**src/rtl/pipe_ctrl_pkg.sv**
```systemverilog
// Shared constants and types for the pipeline hazard/control block:
// ARM condition codes, forwarding selects, ALU flag bit positions.
package pipe_ctrl_pkg;

  localparam logic [3:0] COND_EQ = 4'b0000;
  localparam logic [3:0] COND_NE = 4'b0001;
  localparam logic [3:0] COND_CS = 4'b0010;
  localparam logic [3:0] COND_CC = 4'b0011;
  localparam logic [3:0] COND_MI = 4'b0100;
  localparam logic [3:0] COND_PL = 4'b0101;
  localparam logic [3:0] COND_VS = 4'b0110;
  localparam logic [3:0] COND_VC = 4'b0111;
  localparam logic [3:0] COND_HI = 4'b1000;
  localparam logic [3:0] COND_LS = 4'b1001;
  localparam logic [3:0] COND_GE = 4'b1010;
  localparam logic [3:0] COND_LT = 4'b1011;
  localparam logic [3:0] COND_GT = 4'b1100;
  localparam logic [3:0] COND_LE = 4'b1101;
  localparam logic [3:0] COND_AL = 4'b1110;

  localparam logic [1:0] FWD_REG = 2'b00;
  localparam logic [1:0] FWD_W   = 2'b01;
  localparam logic [1:0] FWD_M   = 2'b10;

  // aluflags layout is {CO, OVF, N, Z}
  localparam int FLAG_Z = 0;
  localparam int FLAG_N = 1;
  localparam int FLAG_V = 2;
  localparam int FLAG_C = 3;

  typedef struct packed {
    logic       regwrite;
    logic       memwrite;
    logic       memtoreg;
    logic       branch;
    logic       pcsrc;
    logic       flagwrite;
    logic [3:0] cond;
  } ectrl_t;

  typedef struct packed {
    logic regwrite;
    logic memwrite;
    logic memtoreg;
    logic pcsrc;
  } mctrl_t;

  typedef struct packed {
    logic regwrite;
    logic memtoreg;
    logic pcsrc;
  } wctrl_t;

  function automatic logic [1:0] fwd_sel(input logic [3:0] ra,
                                         input logic       rw_m,
                                         input logic [3:0] wa_m,
                                         input logic       rw_w,
                                         input logic [3:0] wa_w);
    logic [1:0] sel;
    if (rw_m && (ra == wa_m)) begin
      sel = FWD_M;
    end else if (rw_w && (ra == wa_w)) begin
      sel = FWD_W;
    end else begin
      sel = FWD_REG;
    end
    return sel;
  endfunction

endpackage

```
**src/rtl/cond_check.sv**
```systemverilog
// ARM condition-code evaluation against the stored {C,V,N,Z} flags.
module cond_check
  import pipe_ctrl_pkg::*;
(
  input  logic [3:0] cond,
  input  logic [3:0] flags,
  output logic       condex
);

  logic z, n, v, c;

  always_comb begin
    z      = flags[FLAG_Z];
    n      = flags[FLAG_N];
    v      = flags[FLAG_V];
    c      = flags[FLAG_C];
    condex = 1'b0;
    case (cond)
      COND_EQ: condex = z;
      COND_NE: condex = ~z;
      COND_CS: condex = c;
      COND_CC: condex = ~c;
      COND_MI: condex = n;
      COND_PL: condex = ~n;
      COND_VS: condex = v;
      COND_VC: condex = ~v;
      COND_HI: condex = c & ~z;
      COND_LS: condex = ~c | z;
      COND_GE: condex = ~(n ^ v);
      COND_LT: condex = n ^ v;
      COND_GT: condex = ~z & ~(n ^ v);
      COND_LE: condex = z | (n ^ v);
      COND_AL: condex = 1'b1;
      default: condex = 1'b0;
    endcase
  end

endmodule

```
**src/rtl/pipeline_hazard_ctrl.sv**
```systemverilog
// E/M/W control pipeline with conditional-execution gating, plus the hazard unit
// (forwarding, load-use stall, PC-write and branch flushes) and saturating event counters.
module pipeline_hazard_ctrl
  import pipe_ctrl_pkg::*;
#(
  parameter int CNT_W = 16
) (
  input  logic             clk,
  input  logic             reset,
  input  logic             regwrited,
  input  logic             memwrited,
  input  logic             memtoregd,
  input  logic             branchd,
  input  logic             pcsrcd,
  input  logic             flagwrited,
  input  logic [3:0]       condd,
  input  logic [3:0]       ra1dp,
  input  logic [3:0]       ra2dp,
  input  logic [3:0]       ra1ep,
  input  logic [3:0]       ra2ep,
  input  logic [3:0]       wa3ep,
  input  logic [3:0]       wa3mp,
  input  logic [3:0]       wa3wp,
  input  logic [3:0]       aluflags,
  output logic             regwritew,
  output logic             memtoregw,
  output logic             pcsrcw,
  output logic             wemwritem,
  output logic             branchtakene,
  output logic             stallf,
  output logic             stalld,
  output logic             flushd,
  output logic             flushe,
  output logic [1:0]       forwardae,
  output logic [1:0]       forwardbe,
  output logic [CNT_W-1:0] stallcount,
  output logic [CNT_W-1:0] flushcount
);

  localparam logic [CNT_W-1:0] CNT_ONE = {{(CNT_W-1){1'b0}}, 1'b1};

  ectrl_t           e_q, e_d;
  mctrl_t           m_q, m_d;
  wctrl_t           w_q, w_d;
  logic [3:0]       flags_q, flags_d;
  logic [CNT_W-1:0] stall_cnt_q, stall_cnt_d;
  logic [CNT_W-1:0] flush_cnt_q, flush_cnt_d;
  logic             condexe;
  logic             ldrstall;
  logic             pcwrpend;

  cond_check u_cond_check (
    .cond   (e_q.cond),
    .flags  (flags_q),
    .condex (condexe)
  );

  // Reset masks everything that depends on E/M/W state, since that state has not cleared yet.
  always_comb begin
    ldrstall     = ~reset & e_q.memtoreg & e_q.regwrite & ((ra1dp == wa3ep) | (ra2dp == wa3ep));
    branchtakene = ~reset & e_q.branch & condexe;
    pcwrpend     = pcsrcd | (~reset & ((e_q.pcsrc & condexe) | m_q.pcsrc));
    stallf       = ldrstall | pcwrpend;
    stalld       = ldrstall;
    flushd       = pcwrpend | (~reset & w_q.pcsrc) | branchtakene;
    flushe       = ldrstall | branchtakene;
    forwardae    = FWD_REG;
    forwardbe    = FWD_REG;
    if (!reset) begin
      forwardae = fwd_sel(ra1ep, m_q.regwrite, wa3mp, w_q.regwrite, wa3wp);
      forwardbe = fwd_sel(ra2ep, m_q.regwrite, wa3mp, w_q.regwrite, wa3wp);
    end else begin
      forwardae = FWD_REG;
      forwardbe = FWD_REG;
    end
  end

  always_comb begin
    e_d = '0;
    if (!flushe) begin
      e_d.regwrite  = regwrited;
      e_d.memwrite  = memwrited;
      e_d.memtoreg  = memtoregd;
      e_d.branch    = branchd;
      e_d.pcsrc     = pcsrcd;
      e_d.flagwrite = flagwrited;
      e_d.cond      = condd;
    end else begin
      e_d = '0;
    end

    m_d.regwrite = e_q.regwrite & condexe;
    m_d.memwrite = e_q.memwrite & condexe;
    m_d.memtoreg = e_q.memtoreg;
    m_d.pcsrc    = e_q.pcsrc & condexe;

    w_d.regwrite = m_q.regwrite;
    w_d.memtoreg = m_q.memtoreg;
    w_d.pcsrc    = m_q.pcsrc;

    flags_d = (e_q.flagwrite & condexe) ? aluflags : flags_q;

    stall_cnt_d = (stallf && (stall_cnt_q != '1)) ? stall_cnt_q + CNT_ONE : stall_cnt_q;
    flush_cnt_d = ((flushd | flushe) && (flush_cnt_q != '1)) ? flush_cnt_q + CNT_ONE : flush_cnt_q;
  end

  always_ff @(posedge clk) begin
    if (reset) begin
      e_q         <= '0;
      m_q         <= '0;
      w_q         <= '0;
      flags_q     <= '0;
      stall_cnt_q <= '0;
      flush_cnt_q <= '0;
    end else begin
      e_q         <= e_d;
      m_q         <= m_d;
      w_q         <= w_d;
      flags_q     <= flags_d;
      stall_cnt_q <= stall_cnt_d;
      flush_cnt_q <= flush_cnt_d;
    end
  end

  assign regwritew  = w_q.regwrite;
  assign memtoregw  = w_q.memtoreg;
  assign pcsrcw     = w_q.pcsrc;
  assign wemwritem  = m_q.memwrite;
  assign stallcount = stall_cnt_q;
  assign flushcount = flush_cnt_q;

endmodule
```
**config.mk**
```make
export PLATFORM = sky130hd
export DESIGN_NAME = pipeline_hazard_ctrl
export DESIGN_NICKNAME = d
export VERILOG_FILES = /design/src/rtl/pipe_ctrl_pkg.sv /design/src/rtl/cond_check.sv /design/src/rtl/pipeline_hazard_ctrl.sv
export SDC_FILE = /design/constraint.sdc
export NUM_CORES = 1
export LEC_CHECK = 0
export BUFFER_PORTS_ARGS = -buffer_cell sky130_fd_sc_hd__buf_4
export CAP_MARGIN = 5
export CELL_PAD_IN_SITES_DETAIL_PLACEMENT = 2
export CELL_PAD_IN_SITES_GLOBAL_PLACEMENT = 2
export CORE_UTILIZATION = 31
export CTS_BUF_LIST = sky130_fd_sc_hd__clkbuf_4
export CTS_CLUSTER_DIAMETER = 200
export CTS_CLUSTER_SIZE = 12
export DETAILED_ROUTE_END_ITERATION = 8
export HOLD_SLACK_MARGIN = 0.12
export PLACE_DENSITY = 0.9
export SKIP_CTS_REPAIR_TIMING = 1
export SYNTH_ARGS = -nofsm -noshare
export SYNTH_HDL_FRONTEND = slang
export SYNTH_HIERARCHICAL = 1
export SYNTH_SLANG_ARGS = --single-unit
```
**constraint.sdc**
```tcl
create_clock -name clk -period 3.41 [get_ports clk]
set_clock_uncertainty 0.1 [all_clocks]
set_input_delay 0.341 -clock clk [delete_from_list [all_inputs] [get_ports clk]]
set_output_delay 0.341 -clock clk [all_outputs]
set_load 0.005 [all_outputs]
```
==> metrics.md <==
| Metric | Value |
|---|---|
| Outcome | `completed` |
| Register area share after synthesis | `34.23%` |
| DR WL/cell | `19.22 um` |
| GRT Residual Overflow | `0` |
| WHS | `0.1569 ns` |
| Pin count of the biggest net entering global routing | `42` |
| H-tree levels | `2` |
| Setup WS pre-CTS | `0.4196 ns` |
| Crit path DAT | `2.85 ns` |
| Final worst setup slack | `0.1222 ns` |
| Global Route Usage Sum | `20.86%` |
| CP max FO | `13` |
| CTS tree | `done` |
| Static leakage | `0.001662 uW` |
| Worst Max-Slew Pin Slew | `0.8483 ns` |
| Iteration-0 DRC Markers | `93` |
| Relative slew slack | `43.44%` |
| Worst hold path type | `in -> reg` |
| Clk_lat worst skew | `0.37 ns` |
| Primary FF master, synth | `dfxtp_1` |
| Min Tclk post-route | `3.288 ns` |
| Vias in the first global route | `3252` |
| Share of cells above drive strength 1 | `29.69%` |
| Busiest grt layer | `met2` |
| CTS Buf Count | `5` |
| Async set or reset register ratio after synthesis | `0%` |
| DR vias/cell | `5.256` |
| Syn avg cell area | `8.855 um^2` |
| First-pass iteration count of the detailed router | `4` |
| R2R Setup Slk | `0.45 ns` |
| Die Width | `102.0 um` |
| Worst VDD drop | `0.2271 mV` |
| Full die area | `0.01040 mm^2` |
| Seq. cell area | `0.001062 mm^2` |
| Pwr Total | `1253 uW` |
| Finished Cell Area | `0.004103 mm^2` |
| Synth warnings | `6` |
| PD cells | `305.4 mW/mm^2` |
| CTS Sinks | `53` |
| Initial antenna violation count | `0` |
| Final ANT Viol Nets | `0` |
| Chip Height | `102.0 um` |
| Critical path required time | `2.97 ns` |
| #FFs+latches synth | `53` |
| Nets | `494` |
| Slowest-stage cell, CP | `dfxtp_1` |
| Final wirelength | `11190 um` |
| Number of synthesized flops with an enable pin | `0` |
| Setup CP Type | `reg -> out` |
| Initial Util | `31.85%` |
| Utilization after layout | `42.17%` |
| Most frequent cells in the layout | `buf_4, dfxtp_1, nor2_1` |
| DP HPWL | `8199 um` |
| Final Hold Vio Count | `0` |
| Max cap viols | `0` |
| Num rows | `36` |
| CTS Buffer Depth | `2` |
| GR Util met3 | `3.420%` |
| I/O Buffers | `88` |
| Post-synth cell types | `60` |
| Met1 Use GR | `24.51%` |
| Met2 Track Usage GR | `38.77%` |
| Most common cell after layout, fill and taps aside | `buf_4` |
| Critical path cell sequence | `xnor2_2 -> o22ai_1 -> a211o_1 -> a211o_2 -> a21oi_2 -> o21bai_4 -> nor2_4 -> buf_12 -> inv_1 -> buf_4` |
| Root buf cell | `clkbuf_4` |
| Fin crit share | `96.42%` |
| CP endpoint kind | `output pin` |
| Placement-stage cell area | `0.003885 mm^2` |
| DR DRC count | `0` |
| Syn_nets | `396` |
| Family with the most delay on the worst path | `compound AO/OA/AOI/OAI gates` |
| Critical Path Source Type | `flip-flop` |
| Mapped Area | `0.003099 mm^2` |
| Area of the core | `0.009729 mm^2` |
| Synth Instances | `350` |
| Worst-path clk slew | `0.15 ns` |
| First-pass GRT wire length | `16730 um` |
| Crit-path max cell delay | `0.51 ns` |
| # IOs | `89` |
| Buffers & Inverters on Critical Path | `3` |
| Fmax | `304.2 MHz` |
| RePlAce Congestion | `0.8136` |
| Area of the multi-input gates | `0.001926 mm^2` |
| Vias after detailed routing | `3059` |
| Area grow syn2layout | `32.38%` |
| Filler cells | `1119` |
| Final Setup Violations | `0` |
| Max Transition Viols Final | `0` |
==> flip-flops by register name, indices dropped and copies added, names as in the netlist <==
name / cells
regwritew: 1
pcsrcw: 1
stallcount: 16
m_q: 3
memtoregw: 1
flushcount: 16
wemwritem: 1
flags_q: 4
e_q: 10
==> logic make-up (layout without fill, tap and decap cells) <==
kind of cell | Yosys count | after routing | share of synthesized area, %
simple gates | 154 | 154 | 27.90
flops | 53 | 53 | 34.24
buf+inv | 24 | 122 | 3.674
xor+xnor | 26 | 26 | 7.590
compound gates | 69 | 69 | 17.72
fa+ha+maj | 2 | 2 | 0.8073
other cells | 0 | 1 | 0
mux | 22 | 22 | 8.074
==> final timing paths <==
path,start,end,cells past startpoint
setup reg to reg,flags_q[1],flushcount[5],11
hold / removal,aluflags[0],flags_q[0],3
hold reg to reg,e_q[8],wemwritem,1
setup / recovery,flags_q[1],flushd,10
==> synthesized netlist by cell type (all sizes together) (2+ instances only) <==
cell | n | area, um^2
dfxtp | 53 | 1061
a21oi | 22 | 113.9
inv | 8 | 30.03
and2 | 15 | 93.84
xnor2 | 5 | 51.30
nor3 | 10 | 55.05
clkbuf | 9 | 33.78
and3 | 5 | 31.28
nand3 | 18 | 90.09
nand2b | 2 | 12.51
and4 | 6 | 52.55
o31ai | 6 | 45.04
nor2 | 31 | 131.4
nand4 | 8 | 50.05
o21ai | 4 | 23.77
nand2 | 18 | 67.56
o311ai | 2 | 17.52
xor2 | 21 | 183.9
buf | 7 | 50.05
or4 | 4 | 30.03
a211o | 3 | 26.28
or3 | 2 | 12.51
nor2b | 27 | 168.9
nor4 | 3 | 31.28
o211ai | 6 | 45.04
a211oi | 12 | 120.1
ha | 2 | 25.02
o221a | 2 | 22.52
a221oi | 2 | 23.77
a2111oi | 2 | 30.03
mux2 | 21 | 240.2
==> where the power goes <==
part,leakage (uW),total (uW),internal (uW),switching (uW)
combinational,0.00119,234,113,120
sequential,0.000431,660,638,22.5
clock,0.0000411,359,150,209
total,0.00166,1250,901,352
==> area by class of cell <==
cell class	instances	area share, %
diodes	1	0.06099
clock buffers	5	0.9149
clock inverters	2	0.8539
inverters	8	0.7319
multi-input cells	273	46.94
flip-flops and latches	53	25.89
well taps	133	4.056
repair buffers	107	20.56
==> per-stage QoR <==
stage	std cells	TNS, ns
after floorplan	350	0
after global placement	559	0
after detailed placement	559	0
after CTS	566	-0.02575
after global routing	581	-0.02846
final	582	0
==> tightest hold or removal path, stage by stage <==
cell     delay [ns]
buf_4          0.12
nand3_1        0.07
a21oi_1        0.06
==> layer usage <==
metal | vias up | wire (um)
met4 | 0 | 148
met5 | - | 0
li1 | 1460 | -
met2 | 57 | 6098
met3 | 12 | 321
met1 | 1530 | 4619
Note: power is estimated with default switching activity, not from simulation.
